--- config.mk ---
export PLATFORM = sky130hd
export DESIGN_NAME = fifo_rd_ptr_sync_flat
export DESIGN_NICKNAME = d
export VERILOG_FILES = /design/src/rtl/fifo_rd_ptr_sync_if.sv /design/src/rtl/fifo_rd_ptr_sync.sv /design/src/flat_wrapper.sv
export SDC_FILE = /design/constraint.sdc
export NUM_CORES = 1
export LEC_CHECK = 0
export ABC_AREA = 1
export CORE_MARGIN = 2
export CORE_UTILIZATION = 42
export CTS_CLUSTER_SIZE = 8
export DETAILED_ROUTE_END_ITERATION = 6
export PLACE_DENSITY = 0.83
export SLEW_MARGIN = 25
export SYNTH_ARGS = -nofsm -noshare
export SYNTH_HDL_FRONTEND = slang
export SYNTH_SLANG_ARGS = --single-unit
export TNS_END_PERCENT = 20
--- constraint.sdc ---
create_clock -name clk -period 2.5 [get_ports clk]
set_clock_uncertainty 0.05 [all_clocks]
set_input_delay 0.5 -clock clk [delete_from_list [all_inputs] [get_ports clk]]
set_output_delay 0.5 -clock clk [all_outputs]
set_load 0.05 [all_outputs]
--- src/rtl/fifo_rd_ptr_sync_if.sv ---
// Read-side pointer sync bundle: async FIFO consumer-domain status and RAM read port.
// Latency: wire bundle only; no storage.
// Backpressure: none here; rd_en is only honoured by the block when the FIFO is non-empty.
//
// Ports (master = consumer/producer-pointer driver, slave = fifo_rd_ptr_sync):
//   w_ptr_gray    producer Gray write pointer (asynchronous to the consumer clock)
//   rd_en/clr_err consumer read request and sticky-error clear
//   pop/r_add     RAM read enable and address
//   r_ptr_gray    registered Gray read pointer toward the producer domain
//   empty/almost_empty/level/underflow_err/ptr_err  status
interface fifo_rd_ptr_sync_if #(
  parameter int ADDR_WIDTH = 4
);
  logic [ADDR_WIDTH:0]   w_ptr_gray;
  logic                  rd_en;
  logic                  clr_err;
  logic                  pop;
  logic [ADDR_WIDTH-1:0] r_add;
  logic [ADDR_WIDTH:0]   r_ptr_gray;
  logic                  empty;
  logic                  almost_empty;
  logic [ADDR_WIDTH:0]   level;
  logic                  underflow_err;
  logic                  ptr_err;

  modport master (
    output w_ptr_gray, rd_en, clr_err,
    input  pop, r_add, r_ptr_gray, empty, almost_empty, level, underflow_err, ptr_err
  );

  modport slave (
    input  w_ptr_gray, rd_en, clr_err,
    output pop, r_add, r_ptr_gray, empty, almost_empty, level, underflow_err, ptr_err
  );
endinterface

--- src/rtl/fifo_rd_ptr_sync.sv ---
// Async FIFO read-side: syncs the producer Gray write pointer, owns the read pointer, makes status.
// Latency: write pointer visible in level SYNC_STAGES+1 edges after it settles; pop advances on the same edge.
// Backpressure: pops are suppressed while empty (flagged as underflow); no other stalls.
//
// Ports:
//   clk    consumer-domain clock
//   reset  asynchronous active-low reset
//   bus    fifo_rd_ptr_sync_if slave modport (pointer in, RAM read port, status out)
module fifo_rd_ptr_sync #(
  parameter int ADDR_WIDTH  = 4,
  parameter int SYNC_STAGES = 2,  // 2..4
  parameter int AE_THRESH   = 2   // 0..DEPTH-1
) (
  input  logic             clk,
  input  logic             reset,
  fifo_rd_ptr_sync_if.slave bus
);

  localparam int PW    = ADDR_WIDTH + 1;
  localparam int DEPTH = 1 << ADDR_WIDTH;

  typedef logic [PW-1:0] ptr_t;

  function automatic ptr_t gray2bin(input ptr_t g);
    ptr_t b;
    b[PW-1] = g[PW-1];
    for (int i = PW - 2; i >= 0; i--) begin
      b[i] = b[i+1] ^ g[i];
    end
    return b;
  endfunction

  function automatic ptr_t bin2gray(input ptr_t b);
    return b ^ (b >> 1);
  endfunction

  ptr_t sync_q [SYNC_STAGES];
  ptr_t wbin_q;
  ptr_t rbin_q;
  ptr_t rgray_q;
  logic underflow_q;
  logic ptr_err_q;

  ptr_t rbin_next;
  ptr_t level_c;
  logic empty_c;
  logic pop_c;
  logic underflow_set;
  logic ptr_err_set;

  // Plain flop chain: nothing may sit between stages, or metastability
  // settling time is eaten by logic delay.
  always_ff @(posedge clk or negedge reset) begin
    if (!reset) begin
      for (int i = 0; i < SYNC_STAGES; i++) begin
        sync_q[i] <= '0;
      end
    end else begin
      sync_q[0] <= bus.w_ptr_gray;
      for (int i = 1; i < SYNC_STAGES; i++) begin
        sync_q[i] <= sync_q[i-1];
      end
    end
  end

  // Gray-to-binary is registered so status logic only ever sees a clean
  // binary pointer, never the raw synchroniser output.
  always_ff @(posedge clk or negedge reset) begin
    if (!reset) begin
      wbin_q <= '0;
    end else begin
      wbin_q <= gray2bin(sync_q[SYNC_STAGES-1]);
    end
  end

  // Modulo subtraction across the extra wrap bit gives 0..DEPTH for a sane
  // pointer pair; anything larger means the pointers have been corrupted.
  always_comb begin
    level_c       = wbin_q - rbin_q;
    empty_c       = (level_c == '0);
    pop_c         = bus.rd_en && !empty_c;
    rbin_next     = rbin_q + ptr_t'(pop_c);
    underflow_set = bus.rd_en && empty_c;
    ptr_err_set   = (level_c > ptr_t'(DEPTH));
  end

  // Gray copy is computed from rbin_next so it is a registered, single-bit
  // change per pop, safe to cross into the producer domain.
  always_ff @(posedge clk or negedge reset) begin
    if (!reset) begin
      rbin_q  <= '0;
      rgray_q <= '0;
    end else begin
      rbin_q  <= rbin_next;
      rgray_q <= bin2gray(rbin_next);
    end
  end

  // Sticky flags: a coinciding set condition beats clr_err so no event is lost.
  always_ff @(posedge clk or negedge reset) begin
    if (!reset) begin
      underflow_q <= 1'b0;
      ptr_err_q   <= 1'b0;
    end else begin
      if (underflow_set) begin
        underflow_q <= 1'b1;
      end else if (bus.clr_err) begin
        underflow_q <= 1'b0;
      end
      if (ptr_err_set) begin
        ptr_err_q <= 1'b1;
      end else if (bus.clr_err) begin
        ptr_err_q <= 1'b0;
      end
    end
  end

  assign bus.pop           = pop_c;
  assign bus.r_add         = rbin_q[ADDR_WIDTH-1:0];
  assign bus.r_ptr_gray    = rgray_q;
  assign bus.empty         = empty_c;
  assign bus.almost_empty  = (level_c <= ptr_t'(AE_THRESH));
  assign bus.level         = level_c;
  assign bus.underflow_err = underflow_q;
  assign bus.ptr_err       = ptr_err_q;

endmodule

--- src/flat_wrapper.sv ---
// flat-port wrapper written by rule: the top's interface ports become plain ports
module fifo_rd_ptr_sync_flat 
#(
  parameter int ADDR_WIDTH  = 4,
  parameter int SYNC_STAGES = 2,         
  parameter int AE_THRESH   = 2                
)
  (clk, reset, bus_w_ptr_gray, bus_rd_en, bus_clr_err, bus_pop, bus_r_add, bus_r_ptr_gray, bus_empty, bus_almost_empty, bus_level, bus_underflow_err, bus_ptr_err);
  fifo_rd_ptr_sync_if #(.ADDR_WIDTH(ADDR_WIDTH)) bus_i ();
  input  logic clk;
  input  logic reset;
  input wire logic [$bits(bus_i.w_ptr_gray)-1:0] bus_w_ptr_gray;
  input wire logic [$bits(bus_i.rd_en)-1:0] bus_rd_en;
  input wire logic [$bits(bus_i.clr_err)-1:0] bus_clr_err;
  output wire logic [$bits(bus_i.pop)-1:0] bus_pop;
  output wire logic [$bits(bus_i.r_add)-1:0] bus_r_add;
  output wire logic [$bits(bus_i.r_ptr_gray)-1:0] bus_r_ptr_gray;
  output wire logic [$bits(bus_i.empty)-1:0] bus_empty;
  output wire logic [$bits(bus_i.almost_empty)-1:0] bus_almost_empty;
  output wire logic [$bits(bus_i.level)-1:0] bus_level;
  output wire logic [$bits(bus_i.underflow_err)-1:0] bus_underflow_err;
  output wire logic [$bits(bus_i.ptr_err)-1:0] bus_ptr_err;
  assign bus_i.w_ptr_gray = bus_w_ptr_gray;
  assign bus_i.rd_en = bus_rd_en;
  assign bus_i.clr_err = bus_clr_err;
  assign bus_pop = bus_i.pop;
  assign bus_r_add = bus_i.r_add;
  assign bus_r_ptr_gray = bus_i.r_ptr_gray;
  assign bus_empty = bus_i.empty;
  assign bus_almost_empty = bus_i.almost_empty;
  assign bus_level = bus_i.level;
  assign bus_underflow_err = bus_i.underflow_err;
  assign bus_ptr_err = bus_i.ptr_err;
  fifo_rd_ptr_sync #(.ADDR_WIDTH(ADDR_WIDTH), .SYNC_STAGES(SYNC_STAGES), .AE_THRESH(AE_THRESH)) u_core (.clk(clk), .reset(reset), .bus(bus_i));
endmodule
==> summary.md, run 1 <==
| Metric | Value |
|---|---|
| Status | `finished, violations left` |
| Violated checks | `setup timing` |
| P&R area growth vs syn | `63.8%` |
| CTS H-tree depth | `1` |
| WL final | `2770 microns` |
| Deepest clock path buffer count | `2` |
| Top cell type's share of synthesized area | `59.0%` |
| Ys async rst share | `100%` |
| Total GRT Usage | `20.1%` |
| Slew headroom | `66.6%` |
| Clk sink count | `26` |
| Yosys synthesis warning count | `0` |
| Syn Area/Cell | `10.8 sq um` |
| Setup crit start kind | `register` |
| Post-synth EDFFs | `0` |
| Area occupied by multi-input gates | `492 sq um` |
| Min-Delay Path Depth | `0` |
| Vias post-DR | `920` |
| Achievable frequency | `0.346 GHz` |
| Slew Viols, Final | `0` |
| Input/output buffers | `27` |
| Initial antenna violation count | `0` |
| Most numerous cell in the Yosys netlist | `dfrtp_1` |
| Die Area | `3050 sq um` |
| Yosys reg bits | `26` |
| FF/Latch Area | `654 sq um` |
| Top post-synthesis cells by area | `dfrtp_1, ha_1, nand2_1` |
| Worst reg-to-reg path cell count | `16` |
| Share of cells above drive strength 1 | `35.9%` |
| CTS tree | `done` |
| I/O pins | `28` |
| # DRC | `0` |
| Largest net degree at the start of global routing | `27` |
| Post-DRT Antenna Nets | `0` |
| Diode count | `0` |
| Detailed Routing Iterations Pass 1 | `4` |
| GRT overflow | `0` |
| Site Rows | `18` |
| CORE AREA | `2480 sq um` |
| First-pass GRT wire length | `4610 microns` |
| CP Data Arrival Time | `2.34 ns` |
| Effective utilization at floorplan | `44.5%` |
| Final WS setup | `-0.393 ns` |
| Unique masters post-synth | `16` |
| 1st-iter DRT viols | `17` |
| Final period util | `116%` |
| RSZ-0062 raised after global routing | `yes` |
| Synth top cells by count | `dfrtp_1, nand2_1, inv_1` |
| Clk_lat worst skew | `0.32 ns` |
| Post-synthesis sequential area ratio | `59.0%` |
| Die height | `55.3 microns` |
| Max_cap viols | `0` |
| Avg WL per Cell | `15.1 microns` |
| Crit path required time | `1.95 ns` |
| CP Cell Sequence | `ha_4 > fa_2 > nand3b_1 > nand2_1 > nand2_1 > nand2_2 > inv_4 > nor2_4 > nor2_4 > buf_6 > buf_12` |
| Crit path largest cell delay | `0.45 ns` |
| Filler Cell Count | `159` |
| Worst Hold Class | `register to register` |
| CTS Buf Count | `3` |
| Vias in the first global route | `991` |
| Final Hold Fails | `0` |
| Fin nets | `170` |
| Post-layout minimum cycle time | `2.89 ns` |
| Critical Path End Type | `output pin` |
| Worst-Margin Slew | `0.500 ns` |
| Core Util, Final | `73.0%` |
| Mapped cell area | `1100 sq um` |
| CTS clk-pin slew, worst paths | `0.14 ns` |
| Synthesized Nets | `118` |
| Die Span X | `55.3 microns` |
| Cell chosen for the clock root | `clkbuf_4` |
| Gpl congestion | `0.826` |
| Yosys top cell by area | `dfrtp_1` |
| Syn Inst Count | `102` |
| DPL Wire Length | `1770 microns` |
| Main synth FF type | `dfrtp_1` |
| Final Setup Violations | `12` |
| CP Class | `register to output pin` |
| Slowest stage cell, crit path | `dfrtp_2` |
| Vias/cell | `5.03` |
| Maximum fanout along the worst path | `3` |
-- registers in the layout (all words and copies together), names as in the netlist --
register / flops
u_core.sync_q: 10
u_core.wbin_q: 5
u_core.bus.r_ptr_gray: 4
u_core.rbin_q: 5
u_core.bus.ptr_err: 1
u_core.bus.underflow_err: 1
-- stage by stage --
| stage | area [sq um] | hold WS [ns] | std cells | worst slack [ns] | TNS (ns) |
|---|---|---|---|---|---|
| 6_report | 1810 | 0.321 | 183 | -0.393 | -2.95 |
| 5_1_grt | 1810 | 0.336 | 183 | -0.458 | -3.85 |
| 4_1_cts | 1800 | 0.324 | 183 | -0.294 | -1.79 |
| 3_5_place_dp | 1620 | 0.292 | 167 | -0.111 | -0.143 |
| 3_3_place_gp | 1620 | 0.284 | 167 | 0.0349 | 0 |
| 2_1_floorplan | 1190 | 0.154 | 102 | -0.663 | -4.86 |
-- cell type report --
| type | instances | share of cell area [%] |
|---|---|---|
| Clock inverter | 1 | 1.66 |
| Tap cell | 30 | 2.08 |
| Inverter | 19 | 4.08 |
| Multi-Input combinational cell | 57 | 27.2 |
| Sequential cell | 26 | 36.2 |
| Timing Repair Buffer | 47 | 27.5 |
| Clock buffer | 3 | 1.25 |
-- routing by layer --
metal	GRT usage (%)	up-vias	part of all wire (%)
li1	-	408	-
met1	20.3	429	33
met2	35.4	55	53
met3	4.45	28	6.1
met4	15.3	0	7.7
met5	0	-	0
-- cells by family (layout without fill, tap and decap cells) --
family | after synthesis | after routing | share of synthesized area, %
simple gates | 37 | 37 | 15.3
flops | 26 | 26 | 59.0
buf+inv | 19 | 70 | 6.46
xor+xnor | 10 | 10 | 9.30
fa+ha+maj | 7 | 7 | 8.62
compound gates | 3 | 3 | 1.36
-- worst paths after layout --
| kind | end | slack [ns] | startpoint |
|---|---|---|---|
| setup / recovery | bus_pop | -0.39 | u_core.rbin_q[0]$_DFF_PN0_ |
| hold / removal | u_core.sync_q[4]$_DFF_PN0_ | 0.32 | u_core.sync_q[9]$_DFF_PN0_ |
| setup reg to reg | u_core.bus.ptr_err$_DFFE_PN0P_ | -0.34 | u_core.rbin_q[0]$_DFF_PN0_ |
| hold reg to reg | u_core.sync_q[4]$_DFF_PN0_ | 0.32 | u_core.sync_q[9]$_DFF_PN0_ |
| max in group asynchronous | u_core.rbin_q[2]$_DFF_PN0_ | 1.65 | reset |
| min in group asynchronous | u_core.sync_q[0]$_DFF_PN0_ | 0.48 | reset |
-- worst max-delay path: cells and delay by family, from the launching register on --
kind                       cells  cell delay (ns)
buffers and inverters          3             0.30
adders and majority gates      2             0.56
DFF                            1             0.45
and+or+nand+nor                6             0.69
-- placed cells by master, fill, tap and decap left out, drive strengths merged --
master          n
clkdlybuf4s50  20
nand2          24
inv            19
dfrtp          26
nor2            4
xnor2           2
nand3           6
clkbuf          3
nand4           1
bufinv          1
a21oi           3
nand3b          2
ha              6
xor2            8
fa              1
buf            27
-- repair_timing --
action                                  4_1_cts  5_1_grt
pin swaps                                     7        2
setup buffers                                12        0
endpoints found under the setup margin        8       14
hold buffers                                  0        0
hold endpoints to repair                      0        0
resized for setup                             5        4
Power of run 1 is not shown: default switching activity piles up to over one toggle a cycle in this logic, so the estimate is an artifact.
==> run 2, diff against run 1 <==
--- a/config.mk
+++ b/config.mk
@@ -11,6 +11,7 @@
 export CTS_CLUSTER_SIZE = 8
 export DETAILED_ROUTE_END_ITERATION = 6
 export PLACE_DENSITY = 0.83
+export SKIP_LAST_GASP = 1
 export SLEW_MARGIN = 25
 export SYNTH_ARGS = -nofsm -noshare
 export SYNTH_HDL_FRONTEND = slang
==> run 2 against run 1 <==
The run still ends with setup timing left. Count of clock-buffer cells in the layout unchanged. Fmax up 1.8%. Setup slack gained 0.051 ns. Hold slack hardly changed. Cell area down 0.83%. Routed wire length rose by 3.8%. Die area stayed put. Critical path type is now register to register. First-iteration DRC count rose by 88%.
==> summary.md, run 2 (same netlist as run 1, synthesis figures left out) <==
| Metric | Value |
|---|---|
| Final WS setup | `-0.342 ns (+0.0510 ns)` |
| Final Hold Fails | `0 (unchanged)` |
| GRT overflow | `0 (unchanged)` |
| # DRC | `0 (unchanged)` |
| Initial antenna violation count | `0 (unchanged)` |
| Diode count | `0 (unchanged)` |
| Achievable frequency | `0.352 GHz (+1.8%)` |
| Effective utilization at floorplan | `44.5% (unchanged)` |
| RSZ-0062 raised after global routing | `yes` |
| Most used cell, CP | `buf_4` |
| Setup crit start kind | `register` |
| Most common cell after layout, fill and taps aside | `dfrtp_1` |
| Fin nets | `172 (+1.2%)` |
| Cell chosen for the clock root | `clkbuf_4` |
| CORE AREA | `2480 sq um (unchanged)` |
| CTS H-tree depth | `1 (unchanged)` |
| Largest net degree at the start of global routing | `27 (unchanged)` |
| Status | `finished, violations left` |
| WL final | `2870 microns (+3.8%)` |
| CP Class | `register to register` |
| Deepest clock path buffer count | `2 (unchanged)` |
| Total GRT Usage | `20.7% (+0.62 points)` |
| Clk_lat worst skew | `0.32 ns (about the same)` |
| Maximum fanout along the worst path | `2 (-1)` |
| Site Rows | `18 (unchanged)` |
| Layout Cells excl Fill | `185 (+1.1%)` |
| CP Data Arrival Time | `3.02 ns (+0.68 ns)` |
| Post-layout minimum cycle time | `2.84 ns (-0.0510 ns)` |
| Biggest regs | `u_core.sync_q: 10 flops, u_core.rbin_q: 5 flops, u_core.wbin_q: 5 flops` |
| I/O pins | `28 (unchanged)` |
| CTS Hold Bufs | `0 (unchanged)` |
| Crit path largest cell delay | `0.45 ns (about the same)` |
| Vias in the first global route | `990 (-0.10%)` |
| CTS Buf Count | `3 (unchanged)` |
| Biggest register | `u_core.sync_q` |
| Placed Area | `1620 sq um (unchanged)` |
| Most frequent cells in the layout | `dfrtp_1, buf_4, clkdlybuf4s50_1, inv_1, nand2_1` |
| Inst Count DP | `167 (unchanged)` |
| Final non-filler cell area | `1790 sq um (-0.83%)` |
| Die height | `55.3 microns (unchanged)` |
| Post-DRT Antenna Nets | `0 (unchanged)` |
| Post-placement setup slack | `-0.111 ns (unchanged)` |
| CP Cell Sequence | `ha_4 > fa_2 > xnor2_4 > nor2_2 > nand2_2 > buf_4 > buf_4 > buf_4 > buf_4 > buf_4 > buf_4 > buf_4 > buf_4 > buf_4 > nand2_1 > nand2_1` |
| 1st-iter DRT viols | `32 (+15)` |
| P&R area growth vs syn | `62.5%` |
| Slew headroom | `66.5% (-0.078 points)` |
| Input/output buffers | `27 (unchanged)` |
| First-pass GRT wire length | `4720 microns (+2.4%)` |
| Avg WL per Cell | `15.5 microns (+2.7%)` |
| Crit path required time | `2.68 ns (+0.73 ns)` |
| CTS tree | `done` |
| DPL Wire Length | `1770 microns (unchanged)` |
| Slowest stage cell, crit path | `dfrtp_2` |
| CTS clk-pin slew, worst paths | `0.14 ns (about the same)` |
| Die Area | `3050 sq um (unchanged)` |
| Detailed Routing Iterations Pass 1 | `5 (+1)` |
| Gpl congestion | `0.826 (unchanged)` |
| Worst Hold Class | `register to register` |
| Vias post-DR | `893 (-2.9%)` |
| Min-Delay Path Depth | `0 (unchanged)` |
| Worst reg-to-reg path cell count | `16 (unchanged)` |
| Violated checks | `setup timing` |
| Share of cells above drive strength 1 | `34.8% (-1.1 points)` |
| Worst-Margin Slew | `0.501 ns (+0.00117 ns)` |
| Max_cap viols | `0 (unchanged)` |
| Clk sink count | `26 (unchanged)` |
| Filler Cell Count | `170 (+6.9%)` |
| Max reg flops | `10 (unchanged)` |
| Die Span X | `55.3 microns (unchanged)` |
| Final period util | `114% (-2.0 points)` |
| Vias/cell | `4.83 (-4.0%)` |
| Final Setup Violations | `11 (-1)` |
| Critical Path End Type | `register` |
| Slew Viols, Final | `0 (unchanged)` |
-- run 2: routing by layer --
layer / global-route usage (%) / vias to the layer above / part of all wire, %
li1: - / 414 / -
met3: 3.98 / 14 / 4.5
met5: 0 / - / 0
met4: 15.0 / 0 / 5.1
met1: 20.8 / 424 / 34
met2: 37.4 / 41 / 56
-- run 2: worst max-delay path, delay by kind of cell, from the launching register on --
kind,cells,cell delay (ns)
AND/OR/NAND/NOR,4,0.36
buffers and inverters,9,1.11
flip-flops,1,0.45
XOR/XNOR,1,0.18
adder cells (fa/ha/maj),2,0.59
-- run 2: per-stage QoR --
stage,hold WS [ns],setup TNS [ns],utilization (%)
after global placement,0.284,0,65.6
after global routing,0.336,-4.37,72.4
final,0.320,-2.60,72.4
after detailed placement,0.292,-0.143,65.6
after floorplan,0.154,-4.86,-
after CTS,0.324,-1.99,71.6
-- run 2: area by class of cell --
| type | count | area (sq um) | area share (%) |
|---|---|---|---|
| flip-flops and latches | 26 | 654 | 36.5 |
| repair buffers | 49 | 509 | 28.4 |
| multi-input cells | 57 | 465 | 26.0 |
| inverters | 19 | 73.8 | 4.12 |
| well taps | 30 | 37.5 | 2.09 |
| clock inverters | 1 | 30.0 | 1.67 |
| clock buffers | 3 | 22.5 | 1.26 |
-- run 2: path summary, 6_finish.rpt --
path                                                 start                              to  slack [ns]
worst min-delay path            u_core.sync_q[9]$_DFF_PN0_      u_core.sync_q[4]$_DFF_PN0_        0.32
worst max register to register  u_core.rbin_q[0]$_DFF_PN0_  u_core.bus.ptr_err$_DFFE_PN0P_       -0.34
min in group asynchronous                            reset      u_core.sync_q[0]$_DFF_PN0_        0.48
worst min register to register  u_core.sync_q[9]$_DFF_PN0_      u_core.sync_q[4]$_DFF_PN0_        0.32
max in group asynchronous                            reset      u_core.rbin_q[2]$_DFF_PN0_        1.65
worst max-delay path            u_core.rbin_q[0]$_DFF_PN0_  u_core.bus.ptr_err$_DFFE_PN0P_       -0.34
-- run 2: timing repair --
item | 4_1_cts | 5_1_grt
pin swaps | 6 | 5
buffers inserted | 12 | 2
endpoints found under the setup margin | 8 | 14
resized for setup | 2 | 2
Power of run 2 is left out for the same reason.
